`src/rtl/pulse_burst_scheduler_pkg.sv`:
```
// Shared definitions for the pulse burst scheduler.
//   state_e : FSM state encoding (2 bits)
//   max1    : width floor, maps a zero phase width to one cycle
package pulse_burst_scheduler_pkg;

  typedef enum logic [1:0] {
    StIdle = 2'd0,
    StHigh = 2'd1,
    StLow  = 2'd2,
    StDone = 2'd3
  } state_e;

  // Generic 32-bit form; callers truncate back to their field width.
  function automatic logic [31:0] max1(input logic [31:0] w);
    return (w == 32'd0) ? 32'd1 : w;
  endfunction

endpackage

```
`src/rtl/pulse_burst_scheduler_if.sv`:
```
// Bus bundle for the pulse burst scheduler.
//   req    : per-requester burst request (level)
//   cnt    : per-requester burst length, slice i = cnt[i*CNT_W +: CNT_W]
//   hi_w   : high-phase width in cycles (0 means 1)
//   lo_w   : low-phase width in cycles (0 means 1)
//   grant  : one-hot owner of the current burst
//   done   : one-cycle end-of-burst strobe to the owner
//   busy   : scheduler not idle
//   signal : shared pulse train
// master = requester side, slave = scheduler side.
interface pulse_burst_scheduler_if #(
  parameter int N_REQ = 2,
  parameter int CNT_W = 4,
  parameter int WID_W = 3
);
  logic [N_REQ-1:0]       req;
  logic [N_REQ*CNT_W-1:0] cnt;
  logic [WID_W-1:0]       hi_w;
  logic [WID_W-1:0]       lo_w;
  logic [N_REQ-1:0]       grant;
  logic [N_REQ-1:0]       done;
  logic                   busy;
  logic                   signal;

  modport master (
    output req, cnt, hi_w, lo_w,
    input  grant, done, busy, signal
  );

  modport slave (
    input  req, cnt, hi_w, lo_w,
    output grant, done, busy, signal
  );
endinterface

```
`src/rtl/pulse_burst_scheduler_rr_arbiter.sv`:
```
// Combinational round-robin arbiter.
//   req    : request vector
//   ptr    : index of the last winner; scanning starts at ptr+1
//   winner : one-hot selected requester (0 if none)
//   valid  : at least one request present
module rr_arbiter #(
  parameter int N_REQ = 2,
  parameter int PW    = (N_REQ > 1) ? $clog2(N_REQ) : 1
) (
  input  logic [N_REQ-1:0] req,
  input  logic [PW-1:0]    ptr,
  output logic [N_REQ-1:0] winner,
  output logic             valid
);

  logic [PW-1:0] sel;

  always_comb begin
    winner = '0;
    valid  = 1'b0;
    sel    = '0;
    for (int i = 1; i <= N_REQ; i++) begin
      sel = PW'((int'(ptr) + i) % N_REQ);
      if (!valid && req[sel]) begin
        winner[sel] = 1'b1;
        valid       = 1'b1;
      end
    end
  end

endmodule

```
`src/rtl/pulse_burst_scheduler.sv`:
```
// Shares one pulse-train output between N_REQ requesters. A round-robin winner gets a burst
// of cnt pulses (hi_w high cycles, lo_w low cycles each), followed by a one-cycle done strobe.
//   clk   : clock, all state on posedge
//   reset : synchronous active-high reset
//   bus   : scheduler side of pulse_burst_scheduler_if (req/cnt/hi_w/lo_w in,
//           grant/done/busy/signal out)
module pulse_burst_scheduler
  import pulse_burst_scheduler_pkg::*;
#(
  parameter int N_REQ = 2,
  parameter int CNT_W = 4,
  parameter int WID_W = 3
) (
  input logic                    clk,
  input logic                    reset,
  pulse_burst_scheduler_if.slave bus
);

  localparam int PW = (N_REQ > 1) ? $clog2(N_REQ) : 1;

  state_e           state_q, state_d;
  logic [N_REQ-1:0] grant_q, grant_d;
  logic [CNT_W-1:0] rem_q, rem_d;
  logic [WID_W-1:0] phase_q, phase_d;
  logic [WID_W-1:0] hw_q, hw_d;
  logic [WID_W-1:0] lw_q, lw_d;
  logic [PW-1:0]    ptr_q, ptr_d;
  logic             signal_q, signal_d;

  logic [N_REQ-1:0] arb_winner;
  logic             arb_valid;
  logic [CNT_W-1:0] cnt_sel;
  logic [PW-1:0]    grant_idx;

  rr_arbiter #(
    .N_REQ (N_REQ),
    .PW    (PW)
  ) u_arb (
    .req    (bus.req),
    .ptr    (ptr_q),
    .winner (arb_winner),
    .valid  (arb_valid)
  );

  always_comb begin
    cnt_sel = '0;
    for (int i = 0; i < N_REQ; i++) begin
      if (arb_winner[i]) cnt_sel = bus.cnt[i*CNT_W +: CNT_W];
    end
  end

  always_comb begin
    grant_idx = '0;
    for (int i = 0; i < N_REQ; i++) begin
      if (grant_q[i]) grant_idx = PW'(i);
    end
  end

  always_comb begin
    state_d = state_q;
    grant_d = grant_q;
    rem_d   = rem_q;
    phase_d = phase_q;
    hw_d    = hw_q;
    lw_d    = lw_q;
    ptr_d   = ptr_q;
    unique case (state_q)
      StIdle: begin
        if (arb_valid) begin
          grant_d = arb_winner;
          rem_d   = cnt_sel;
          hw_d    = WID_W'(max1(32'(bus.hi_w)));
          lw_d    = WID_W'(max1(32'(bus.lo_w)));
          phase_d = hw_d - WID_W'(1);
          // Zero-length burst skips straight to the done strobe.
          state_d = (cnt_sel != '0) ? StHigh : StDone;
        end
      end
      StHigh: begin
        if (phase_q == '0) begin
          state_d = StLow;
          phase_d = lw_q - WID_W'(1);
        end else begin
          phase_d = phase_q - WID_W'(1);
        end
      end
      StLow: begin
        if (phase_q == '0) begin
          rem_d = rem_q - CNT_W'(1);
          if (rem_q == CNT_W'(1)) begin
            state_d = StDone;
          end else begin
            state_d = StHigh;
            phase_d = hw_q - WID_W'(1);
          end
        end else begin
          phase_d = phase_q - WID_W'(1);
        end
      end
      StDone: begin
        state_d = StIdle;
        grant_d = '0;
        ptr_d   = grant_idx;
      end
      default: state_d = StIdle;
    endcase
    signal_d = (state_d == StHigh);
  end

  always_ff @(posedge clk) begin
    if (reset) begin
      state_q  <= StIdle;
      grant_q  <= '0;
      rem_q    <= '0;
      phase_q  <= '0;
      hw_q     <= '0;
      lw_q     <= '0;
      ptr_q    <= PW'(N_REQ - 1);
      signal_q <= 1'b0;
    end else begin
      state_q  <= state_d;
      grant_q  <= grant_d;
      rem_q    <= rem_d;
      phase_q  <= phase_d;
      hw_q     <= hw_d;
      lw_q     <= lw_d;
      ptr_q    <= ptr_d;
      signal_q <= signal_d;
    end
  end

  assign bus.grant  = grant_q;
  assign bus.done   = (state_q == StDone) ? grant_q : '0;
  assign bus.busy   = (state_q != StIdle);
  assign bus.signal = signal_q;

endmodule

```
`src/flat_wrapper.sv`:
```
// flat-port wrapper written by rule: the top's interface ports become plain ports
module pulse_burst_scheduler_flat import pulse_burst_scheduler_pkg::*;
#(
  parameter int N_REQ = 2,
  parameter int CNT_W = 4,
  parameter int WID_W = 3
)
  (clk, reset, bus_req, bus_cnt, bus_hi_w, bus_lo_w, bus_grant, bus_done, bus_busy, bus_signal);
  pulse_burst_scheduler_if #(.N_REQ(N_REQ), .CNT_W(CNT_W), .WID_W(WID_W)) bus_i ();
  input logic clk;
  input logic reset;
  input wire logic [$bits(bus_i.req)-1:0] bus_req;
  input wire logic [$bits(bus_i.cnt)-1:0] bus_cnt;
  input wire logic [$bits(bus_i.hi_w)-1:0] bus_hi_w;
  input wire logic [$bits(bus_i.lo_w)-1:0] bus_lo_w;
  output wire logic [$bits(bus_i.grant)-1:0] bus_grant;
  output wire logic [$bits(bus_i.done)-1:0] bus_done;
  output wire logic [$bits(bus_i.busy)-1:0] bus_busy;
  output wire logic [$bits(bus_i.signal)-1:0] bus_signal;
  assign bus_i.req = bus_req;
  assign bus_i.cnt = bus_cnt;
  assign bus_i.hi_w = bus_hi_w;
  assign bus_i.lo_w = bus_lo_w;
  assign bus_grant = bus_i.grant;
  assign bus_done = bus_i.done;
  assign bus_busy = bus_i.busy;
  assign bus_signal = bus_i.signal;
  pulse_burst_scheduler #(.N_REQ(N_REQ), .CNT_W(CNT_W), .WID_W(WID_W)) u_core (.clk(clk), .reset(reset), .bus(bus_i));
endmodule
```
`config.mk`:
```
export PLATFORM = sky130hd
export DESIGN_NAME = pulse_burst_scheduler_flat
export DESIGN_NICKNAME = d
export VERILOG_FILES = /design/src/rtl/pulse_burst_scheduler_pkg.sv /design/src/rtl/pulse_burst_scheduler_if.sv /design/src/rtl/pulse_burst_scheduler_rr_arbiter.sv /design/src/rtl/pulse_burst_scheduler.sv /design/src/flat_wrapper.sv
export SDC_FILE = /design/constraint.sdc
export NUM_CORES = 1
export LEC_CHECK = 0
export CAP_MARGIN = 20
export CORE_MARGIN = 2
export CORE_UTILIZATION = 55
export CTS_CLUSTER_SIZE = 30
export DETAILED_ROUTE_END_ITERATION = 6
export PLACE_DENSITY = 0.83
export SYNTH_ARGS = -nofsm -noshare
export SYNTH_HDL_FRONTEND = slang
export SYNTH_SLANG_ARGS = --single-unit
export TNS_END_PERCENT = 20
```
`constraint.sdc`:
```
create_clock -name clk -period 2.8 [get_ports clk]
set_input_delay 0.28 -clock clk [delete_from_list [all_inputs] [get_ports clk]]
set_output_delay 0.28 -clock clk [all_outputs]
set_load 0.005 [all_outputs]
```
==> run_results.csv <==
group,metric,value,unit
status,status,"complete, no violations",
finish,fillers,187,
timing,hold_violations,0,
logic_synthesis,yosys_warnings,0,
placed_design,dp_hpwl,2310,µm
flow_run,drv_cap,0,
floorplan,fp.dieH,52.62,µm
logic_synthesis,async_reset_ff_share,0,%
floorplan,dieWidth,52.62,µm
clock_tree,clock-root-buffer,"clkbuf_4",
timing,setup_viol,0,
finish,final_common_cell,"clkdlybuf4s50_1",
floorplan,boundaryPins,24,
worst_setup_path,endpoint_kind,"primary output",
logic_synthesis,yosys.area_share.simple,16.84,%
grt,antenna_found_initial,0,
pwr,p_leak,0.6113,nW
routing,drc,0,
timing,fin_tns_setup,0,ns
worst_setup_path,required,2.52,ns
logic_synthesis,synthAdderAreaFrac,11.55,%
logic_synthesis,seq_area_frac_synth,29.26,%
clock_tree,htreeDepth,1,
worst_setup_path,crit_fanout,4,
grt,grt_pass1_vias,1184,
floorplan,die_area,2768,µm²
logic_synthesis,synth_edf_count,0,
finish,multi_input_area,812.0,µm²
logic_synthesis,synthesis.instances,155,
clock_tree,ctsHoldBuffers,0,
logic_synthesis,synth.area.mux_share,2.406,%
floorplan,std_cell_rows,17,
routing,ant_nets,0,
timing,slew_headroom,68.22,%
timing,hold_ws,0.4658,ns
grt,grt_max_degree,13,
routing,post_drt_wl_per_cell,14.34,µm
finish,drive_above_1_share,8.475,%
clock_tree,cts_tree,"built",
clock_tree,clk_path_buf_depth,2,
timing,slew_violations,0,
logic_synthesis,yosys-top-cells-area,"dfxtp_1 29%, ha_1 12%, inv_1 5.2%",
timing,finClkSkew,0.01507,ns
logic_synthesis,synthesis.area,1300,µm²
clock_tree,clkSinkCount,19,
logic_synthesis,syn_nets,185,
logic_synthesis,synth_top_family_by_area,"compound AO/OA/AOI/OAI gates",
grt,grt_first_pass_wirelength,4830,µm
placed_design,port_buffers,23,
floorplan,start_util,58.21,%
clock_tree,post_cts_buffers,0,
timing,rsz0062_at_grt,"false",
logic_synthesis,synth-main-ff-cell,"dfxtp_1",
logic_synthesis,synth_top_area_share,29.26,%
clock_tree,post_cts_resized,0,
finish,diodes,0,
placed_design,gp_congestion,0.8835,
logic_synthesis,yosysTopAreaCell,"dfxtp_1",
grt,grt-ovfl-total,0,
timing,finalCriticalPeriod,1.957,ns
floorplan,core,2233,µm²
timing,fin_crit_sh,69.89,%
logic_synthesis,syn_avg_cell_area,8.387,µm²
finish,final_util,70.20,%
finish,seq_area,380.4,µm²
worst_hold_path,hold_path_class,"register to register",
timing,fmax,511.0,MHz
logic_synthesis,synth_seq_cells,19,
pwr,vdd_drop_max,0.5884,mV
routing,totalWireLength,2940,µm
pwr,power.total,1.535,mW
worst_setup_path,critPathKind,"register to primary output",
clock_tree,worstSkewPairLatency,0.31,ns
worst_setup_path,start_kind,"register",
routing,via_count,1232,
routing,drt_iter0_drc,36,
finish,syn_to_final_growth,20.60,%
routing,dr.pass1.iters,4,
logic_synthesis,synth_xor_area_share,2.021,%
routing,viasPerCell,6.010,
clock_tree,path_clk_slew,0.12,ns
finish,nNetsFinal,208,
logic_synthesis,synth_compound_area_share,29.64,%
logic_synthesis,synth_cell_types,48,
finish,final_cell_mix,"23 x clkdlybuf4s50_1, 19 x dfxtp_1, 18 x inv_1",
clock_tree,numCtsBuffers,3,
timing,tightest_slew,0.4757,ns
pwr,p_per_area,979.1,nW/µm²
grt,grt_use_total,23.53,%
worst_setup_path,cp.arrival,1.68,ns
==> layer usage <==
layer	wire length (µm)	global-route usage (%)	part of all wire [%]	up-vias
li1	-	-	-	607
met1	1199	25.65	41	565
met2	1504	43.96	51	56
met3	208	4.000	7.1	4
met4	27	9.829	0.92	0
met5	0	0	0	-
==> worst max-delay path: stages (launching register included) <==
cell	delay (ns)
dfxtp_1	0.39
inv_1	0.12
ha_1	0.24
inv_1	0.12
clkdlybuf4s50_1	0.51
==> sequential cells by signal (all words and copies together) (netlist names) <==
signal / cells
u_core.rem_q: 4
u_core.hw_q: 3
u_core.lw_q: 3
u_core.phase_q: 3
u_core.bus.grant: 2
u_core.state_q: 2
u_core.bus.signal: 1
u_core.ptr_q: 1
==> kinds of logic after synthesis <==
logic type               count (synthesis)
flip-flops                              19
AND/OR/NAND/NOR                         43
adder cells (fa/ha/maj)                 12
AO/OA/AOI/OAI                           50
multiplexers                             3
XOR/XNOR                                 3
buffers and inverters                   25
==> Yosys cell counts (all sizes together) (2+ instances only) <==
| cell | number |
|---|---|
| xor2 | 3 |
| mux2i | 2 |
| a221oi | 2 |
| o21ai | 9 |
| clkbuf | 3 |
| o2111ai | 2 |
| a211oi | 5 |
| nor3b | 2 |
| a21oi | 6 |
| ha | 12 |
| or3 | 2 |
| a31oi | 2 |
| inv | 18 |
| a32o | 4 |
| nand2b | 2 |
| nor2 | 12 |
| buf | 4 |
| a32oi | 4 |
| o211ai | 3 |
| and2 | 2 |
| dfxtp | 19 |
| nor3 | 3 |
| nand2 | 14 |
| a211o | 2 |
==> metrics by stage <==
step                      setup slack (ns)  cell area, µm²  std cells
after floorplan                      1.113            1300        155
after global placement              0.7797            1540        201
after detailed placement            0.6865            1540        201
after CTS                           0.8493            1568        205
after global routing                0.7440            1568        205
final                               0.8430            1568        205
==> where the power goes <==
part | total (mW) | switching, mW | leakage (nW) | internal, mW
registers | 0.439 | 0.0706 | 0.157 | 0.369
logic | 0.951 | 0.525 | 0.437 | 0.426
clock network | 0.145 | 0.0916 | 0.0177 | 0.0533
total | 1.53 | 0.687 | 0.611 | 0.848
==> path summary, 6_finish.rpt <==
| path | start | to | slack, ns | cells after the start |
|---|---|---|---|---|
| setup / recovery | u_core.state_q[1] | bus_busy | 0.84 | 4 |
| hold / removal | u_core.lw_q[1] | u_core.lw_q[1] | 0.47 | 2 |
| setup reg to reg | u_core.state_q[0] | u_core.phase_q[0] | 0.87 | 6 |
| hold reg to reg | u_core.lw_q[1] | u_core.lw_q[1] | 0.47 | 2 |
==> final cells by class <==
cell class | instances | area share [%]
clock inverter | 1 | 0.3192
tap | 28 | 2.235
timing repair buffer | 25 | 15.64
inverter | 18 | 4.310
sequential | 19 | 24.26
multi-input combinational | 111 | 51.80
clock buffer | 3 | 1.437
No activity file was read; power rests on OpenSTA's default activity.
